<file path="src/rtl/vga_demo_pkg.sv">
// Shared constants and types for the radial VGA demo: 640x480 timing, nominal
// screen center, frame-sequencer FSM states and squarer result width.
package vga_demo_pkg;

   localparam int H_DISPLAY = 640;
   localparam int H_FRONT   = 16;
   localparam int H_SYNC    = 96;
   localparam int H_BACK    = 48;
   localparam int V_DISPLAY = 480;
   localparam int V_FRONT   = 10;
   localparam int V_SYNC    = 2;
   localparam int V_BACK    = 33;

   localparam int BASE_X = 320;
   localparam int BASE_Y = 240;

   localparam int OP_W = 10;
   localparam int SQ_W = 18;

   typedef enum logic [1:0] {
      IDLE    = 2'd0,
      SQ_Y    = 2'd1,
      SQ_X    = 2'd2,
      PUBLISH = 2'd3
   } seq_state_t;

endpackage

</file>
<file path="src/rtl/vga_frame_sequencer_square.sv">
// Iterative squarer: adds operand to itself operand times, one addition per cycle.
// done pulses during the final addition; result is valid only in that cycle.
module seq_square
   import vga_demo_pkg::*;
(
   input  logic            clk,
   input  logic            reset,
   input  logic            start,
   input  logic [OP_W-1:0] operand,
   output logic            busy,
   output logic            done,
   output logic [SQ_W-1:0] result
);

   logic            busy_q, busy_d;
   logic [SQ_W-1:0] acc_q,  acc_d;
   logic [OP_W-1:0] cnt_q,  cnt_d;
   logic [OP_W-1:0] op_q,   op_d;
   logic            last;

   // Operand is latched at start so the caller may repoint its mux afterwards.
   assign last = busy_q && (cnt_q == op_q - OP_W'(1));

   always_comb begin
      busy_d = busy_q;
      acc_d  = acc_q;
      cnt_d  = cnt_q;
      op_d   = op_q;
      if (start) begin
         busy_d = 1'b1;
         acc_d  = '0;
         cnt_d  = '0;
         op_d   = operand;
      end else if (busy_q) begin
         acc_d = acc_q + SQ_W'(op_q);
         cnt_d = cnt_q + OP_W'(1);
         if (last) begin
            busy_d = 1'b0;
         end
      end
   end

   always_ff @(posedge clk) begin
      if (reset) begin
         busy_q <= 1'b0;
         acc_q  <= '0;
         cnt_q  <= '0;
         op_q   <= '0;
      end else begin
         busy_q <= busy_d;
         acc_q  <= acc_d;
         cnt_q  <= cnt_d;
         op_q   <= op_d;
      end
   end

   assign busy   = busy_q;
   assign done   = last;
   assign result = acc_q + SQ_W'(op_q);

endmodule

</file>
<file path="src/rtl/vga_frame_sequencer.sv">
// Per-frame parameter scheduler: advances the frame on each vsync rise, squares the
// new center during blanking and publishes one coherent parameter set at a time.
module vga_frame_sequencer
   import vga_demo_pkg::*;
#(
   parameter int FRAME_BITS  = 12,
   parameter int FRAME_RESET = 300,
   parameter int BASE_X      = vga_demo_pkg::BASE_X,
   parameter int BASE_Y      = vga_demo_pkg::BASE_Y
)(
   input  logic                  clk,
   input  logic                  reset,
   input  logic                  vsync,
   output logic [FRAME_BITS-1:0] frame,
   output logic [OP_W-1:0]       center_x,
   output logic [OP_W-1:0]       center_y,
   output logic [SQ_W-1:0]       center_x_sq,
   output logic [SQ_W-1:0]       center_y_sq,
   output logic                  mode_a,
   output logic                  mode_b,
   output logic                  zoom_mode,
   output logic                  params_valid
);

   seq_state_t            state_q, state_d;
   logic                  vsync_q;
   logic                  rise;
   logic [FRAME_BITS-1:0] frame_q, frame_next;
   logic [OP_W-1:0]       cx_q, cy_q, cx_new, cy_new;
   logic [SQ_W-1:0]       ysq_q, xsq_q;

   logic [FRAME_BITS-1:0] pub_frame_q;
   logic [OP_W-1:0]       pub_cx_q, pub_cy_q;
   logic [SQ_W-1:0]       pub_xsq_q, pub_ysq_q;
   logic                  pub_ma_q, pub_mb_q, pub_zm_q;
   logic                  valid_q;

   logic                  sq_start, sq_busy, sq_done;
   logic [OP_W-1:0]       sq_operand;
   logic [SQ_W-1:0]       sq_result;
   logic                  cap_y, cap_x, do_publish;

   assign rise       = vsync & ~vsync_q;
   assign frame_next = frame_q + FRAME_BITS'(1);
   assign cx_new     = OP_W'(BASE_X) + {4'd0, frame_next[6:1]};
   assign cy_new     = OP_W'(BASE_Y) + {3'd0, frame_next[6:0]};

   always_ff @(posedge clk) begin
      if (reset) begin
         state_q <= IDLE;
      end else begin
         state_q <= state_d;
      end
   end

   // A rise preempts any state, so a stale computation is never published.
   always_comb begin
      state_d = state_q;
      if (rise) begin
         state_d = SQ_Y;
      end else begin
         unique case (state_q)
            IDLE:    state_d = IDLE;
            SQ_Y:    if (sq_done) state_d = SQ_X;
            SQ_X:    if (sq_done) state_d = PUBLISH;
            PUBLISH: state_d = IDLE;
            default: state_d = IDLE;
         endcase
      end
   end

   // X squaring kicks off in the first SQ_X cycle, once the Y pass has released the squarer.
   always_comb begin
      sq_start   = rise || ((state_q == SQ_X) && !sq_busy);
      sq_operand = rise ? cy_new : cx_q;
      cap_y      = !rise && (state_q == SQ_Y) && sq_done;
      cap_x      = !rise && (state_q == SQ_X) && sq_done;
      do_publish = (state_q == PUBLISH);
   end

   seq_square u_square (
      .clk     (clk),
      .reset   (reset),
      .start   (sq_start),
      .operand (sq_operand),
      .busy    (sq_busy),
      .done    (sq_done),
      .result  (sq_result)
   );

   always_ff @(posedge clk) begin
      if (reset) begin
         vsync_q     <= 1'b0;
         frame_q     <= FRAME_BITS'(FRAME_RESET);
         cx_q        <= '0;
         cy_q        <= '0;
         ysq_q       <= '0;
         xsq_q       <= '0;
         pub_frame_q <= '0;
         pub_cx_q    <= '0;
         pub_cy_q    <= '0;
         pub_xsq_q   <= '0;
         pub_ysq_q   <= '0;
         pub_ma_q    <= 1'b0;
         pub_mb_q    <= 1'b0;
         pub_zm_q    <= 1'b0;
         valid_q     <= 1'b0;
      end else begin
         vsync_q <= vsync;
         if (rise) begin
            frame_q <= frame_next;
            cx_q    <= cx_new;
            cy_q    <= cy_new;
         end
         if (cap_y) ysq_q <= sq_result;
         if (cap_x) xsq_q <= sq_result;
         if (do_publish) begin
            pub_frame_q <= frame_q;
            pub_cx_q    <= cx_q;
            pub_cy_q    <= cy_q;
            pub_xsq_q   <= xsq_q;
            pub_ysq_q   <= ysq_q;
            pub_ma_q    <= frame_q[8];
            pub_mb_q    <= frame_q[7] ^ frame_q[8];
            pub_zm_q    <= frame_q[7] & frame_q[8];
         end
         if (rise) begin
            valid_q <= 1'b0;
         end else if (do_publish) begin
            valid_q <= 1'b1;
         end
      end
   end

   assign frame        = pub_frame_q;
   assign center_x     = pub_cx_q;
   assign center_y     = pub_cy_q;
   assign center_x_sq  = pub_xsq_q;
   assign center_y_sq  = pub_ysq_q;
   assign mode_a       = pub_ma_q;
   assign mode_b       = pub_mb_q;
   assign zoom_mode    = pub_zm_q;
   assign params_valid = valid_q;

endmodule

</file>
<file path="config.mk">
export PLATFORM = sky130hd
export DESIGN_NAME = vga_frame_sequencer
export DESIGN_NICKNAME = d
export VERILOG_FILES = /design/src/rtl/vga_demo_pkg.sv /design/src/rtl/vga_frame_sequencer_square.sv /design/src/rtl/vga_frame_sequencer.sv
export SDC_FILE = /design/constraint.sdc
export NUM_CORES = 1
export LEC_CHECK = 0
export CORE_MARGIN = 10
export CORE_UTILIZATION = 33
export DETAILED_ROUTE_END_ITERATION = 7
export GPL_ROUTABILITY_DRIVEN = 0
export GPL_TIMING_DRIVEN = 0
export HOLD_SLACK_MARGIN = 0.15
export PLACE_DENSITY = 0.47
export SLEW_MARGIN = 20
export SYNTH_ARGS = -nofsm -noshare
export SYNTH_HDL_FRONTEND = slang
export SYNTH_SLANG_ARGS = --single-unit
</file>
<file path="constraint.sdc">
create_clock -name clk -period 3.62 [get_ports clk]
set_clock_uncertainty 0.15 [all_clocks]
set_input_delay 0.724 -clock clk [delete_from_list [all_inputs] [get_ports clk]]
set_output_delay 0.724 -clock clk [all_outputs]
set_load 0.03 [all_outputs]
</file>
==> results.yml <==
run_status:
  status: "completed"
critical_path:
  crit_path_end_kind: "register"
  worst-setup-path-type: "reg2reg"
  r2r_end: "ysq_q[15]$_SDFFE_PP0P_"
  worst_path_largest_cell_delay_ns: 0.35
  cp_slowest_cell: "a2111oi_4"
  path_cells: "buf_2 > inv_1 > ha_1 > clkbuf_2 > o21ba_1 > a221oi_1 > o22ai_1 > a2111oi_4 > nand3_1 > buf_6 > buf_8 > mux2i_1 > nor2_1"
  rr_startpoint: "u_square.op_q[0]$_SDFFE_PP0P_"
  cp.required_ns: 3.76
  cp-start-kind: "register"
  critPathBufInv: 5
  cp_max_fo: 10
  critPathTopFamily: "compound AO/OA/AOI/OAI gates"
  rr_worst_depth: 13
  cp.arrival_ns: 3.29
  regToRegSetupSlack_ns: 0.47
logic_synthesis:
  synthesis.area_um2: 6980
  synthMuxAreaShare: 0.152
  synth_top_family_by_area: "simple AND/OR/NAND/NOR gates"
  yosysWarnings: 0
  synth_cells: 746
  synth_compound_area_frac: 0.0762
  synthFlopType: "dfxtp_1"
  synth_edf_count: 0
  synthAdderAreaFrac: 0.0351
  seq_area_frac_synth: 0.453
  synth_xor_area_frac: 0.0628
  async_reset_ff_frac: 0
  avgSynthCellArea_um2: 9.35
  ys_types: 58
  synth-simple-area-share: 0.173
  ys_seq_elements: 158
cts:
  clockRootBuffer: "clkbuf_16"
  cts.sinks: 158
  clk_path_buf_depth: 2
  cts_tree: "yes"
  hold_buffers: 0
  cts_resized: 0
  cts_made_buffers: 17
  cts_setup_buffers: 0
  h-tree-depth: 4
  clkLatencyLatePin_ns: 0.42
  cts.clk_slew.worst_paths_ns: 0.07
die:
  initial_core_util: 0.334
  die_area_um2: 27400
  io_pins: 75
  coreArea_um2: 20900
  rows: 53
  die_w_um: 165
  die_h_um: 165
routing:
  vias: 5380
  dr.pass1.iters: 4
  vias_per_cell: 4.79
  wirelength_um: 18100
  wire_per_inst_um: 16.1
  met2_length_um: 8580
  antenna_left: 0
  top_layer: "met4"
  m1WireLength_um: 8290
  dr.first_iter.drc_count: 210
  wl_met3_um: 960
  remaining_drc_errors: 0
grt:
  grt_pass1_vias: 5407
  grt_max_degree: 17
  grt_pass1_wl_um: 29200
  grt_overflow_total: 0
  antenna_found_initial: 0
  grt_usage: 0.136
layout:
  nFillCells: 2075
  n_antenna_cell: 0
  seq_area_um2: 3160
  fin_nets: 859
  multi_input_area_um2: 3490
  instances_no_fill: 1124
  layout-drive-gt1-share: 0.0648
  final_area_um2: 8630
  area_delta_synth_final_pct: 23.6
power:
  power.density_nw_per_um2: 454
  ir_worst_vdd_v: 0.000374
  leakage_uw: 0.00345
  power.total_uw: 3920
placement:
  dp_cells: 1093
  place_area_um2: 8030
  hpwl_um: 13500
  io_buffers: 70
  place_ws_ns: 0.492
min_path:
  min_path_cells: 2
  hold_start: "cy_q[7]$_SDFFE_PP0P_"
  holdPathEnd: "cy_q[7]$_SDFFE_PP0P_"
  min_path_type: "reg2reg"
timing:
  setup-violations-final: 0
  hold_viol_final: 0
  timing.final.crit_share: 0.869
  setup_ws_ns: 0.473
  grt_setup_unrepaired: "no"
  period_minus_slack_ns: 3.15
  maxSlewHeadroom: 0.420
  max_freq_mhz: 318
  fin_setup_tns_ns: 0
  slew_violations: 0
  worst_pin_slew_ns: 0.870
run:
  max_cap_violations: 0
-- placed cells by master, fill, tap and decap left out, types with 5 or more instances in the layout --
master             n
nand3_1           16
ha_1              18
buf_4             12
nand2_1           41
nand4_1           10
a211oi_1          10
inv_1              8
and3_1            10
xnor2_1           17
clkbuf_16         17
xor2_1            33
a21oi_1           19
mux2i_1          106
dfxtp_1          158
buf_1              6
nor3_1             9
clkdlybuf4s50_1   70
o21a_1             5
nor2_1           158
nor2b_1            6
inv_8              5
clkbuf_1          32
-- power breakdown --
part	total, µW	internal, µW	switching [µW]
registers	1800	1770	37.8
clock network	1820	1040	780
logic	292	107	186
-- per-layer routing --
layer / global-route usage / vias to the layer above
li1: - / 2711
met1: 0.174 / 2553
met2: 0.220 / 101
met3: 0.0335 / 15
met4: 0.0459 / 0
met5: 0 / -
-- worst max path at each step --
stage | slack, ns | cells after the start | startpoint | end
5_1_grt | 0.27 | 12 | u_square.op_q[1]$_SDFFE_PP0P_ | xsq_q[12]$_SDFFE_PP0P_
3_3_place_gp | 0.57 | 12 | u_square.op_q[1]$_SDFFE_PP0P_ | xsq_q[17]$_SDFFE_PP0P_
6_report | 0.47 | 13 | u_square.op_q[0]$_SDFFE_PP0P_ | ysq_q[15]$_SDFFE_PP0P_
3_5_place_dp | 0.49 | 12 | u_square.op_q[1]$_SDFFE_PP0P_ | xsq_q[17]$_SDFFE_PP0P_
2_1_floorplan | 1.01 | 13 | u_square.op_q[0]$_SDFFE_PP0P_ | xsq_q[10]$_SDFFE_PP0P_
4_1_cts | 0.46 | 12 | u_square.op_q[1]$_SDFFE_PP0P_ | ysq_q[15]$_SDFFE_PP0P_
-- final cells by class --
class / instances / share of cell area
clock buffer: 17 / 0.0493
buffer: 57 / 0.0348
multi-input combinational: 525 / 0.405
timing repair buffer: 70 / 0.0812
sequential: 158 / 0.367
tap: 275 / 0.0399
inverter: 8 / 0.00348
clock inverter: 14 / 0.0199
-- cells in the mapped netlist (all sizes together) (4+ instances only) --
| cell type | n | area (µm²) |
|---|---|---|
| a31oi | 4 | 25.0 |
| clkbuf | 33 | 125 |
| and3 | 10 | 62.6 |
| inv | 8 | 30.0 |
| xnor2 | 17 | 149 |
| or2 | 4 | 25.0 |
| o21ai | 7 | 35.0 |
| a21boi | 4 | 30.0 |
| a211oi | 10 | 75.1 |
| nand3 | 16 | 80.1 |
| ha | 18 | 225 |
| o21a | 5 | 37.5 |
| nand4 | 10 | 62.6 |
| nand2 | 41 | 154 |
| buf | 24 | 175 |
| a21oi | 19 | 95.1 |
| dfxtp | 158 | 3160 |
| nor3 | 9 | 45.0 |
| nor2b | 6 | 37.5 |
| xor2 | 33 | 289 |
| mux2i | 106 | 1060 |
| nor2 | 158 | 593 |
| nand2b | 4 | 25.0 |
-- worst register-to-register path: stages, from the launching register on --
cell       delay (ns)
dfxtp_1          0.34
buf_2            0.19
inv_1            0.09
ha_1             0.19
clkbuf_2         0.20
o21ba_1          0.22
a221oi_1         0.32
o22ai_1          0.20
a2111oi_4        0.35
nand3_1          0.16
buf_6            0.19
buf_8            0.17
mux2i_1          0.18
nor2_1           0.07
-- cells by family after synthesis --
group	Yosys count
AND/OR/NAND/NOR	273
flip-flops	158
multiplexers	106
AO/OA/AOI/OAI	74
buffers and inverters	65
XOR/XNOR	50
adder cells (fa/ha/maj)	19
other	1
-- sequential cells by signal, indices dropped and copies added (netlist names) --
| register | flops |
|---|---|
| center_x | 2 |
| center_x_sq | 18 |
| center_y | 7 |
| center_y_sq | 18 |
| cx_q | 2 |
| cy_q | 7 |
| frame | 12 |
| frame_q | 12 |
| mode_b | 1 |
| params_valid | 1 |
| state_q | 2 |
| u_square.acc_q | 18 |
| u_square.busy | 1 |
| u_square.cnt_q | 10 |
| u_square.op_q | 9 |
| vsync_q | 1 |
| xsq_q | 18 |
| ysq_q | 18 |
| zoom_mode | 1 |
-- stage by stage --
stage                     hold WS (ns)  utilization
after floorplan                  0.272            -
after global placement           0.292        0.384
after detailed placement         0.295        0.384
after CTS                        0.308        0.413
after global routing             0.328        0.413
final                            0.301        0.413
Note: power is estimated with default switching activity, not from simulation.
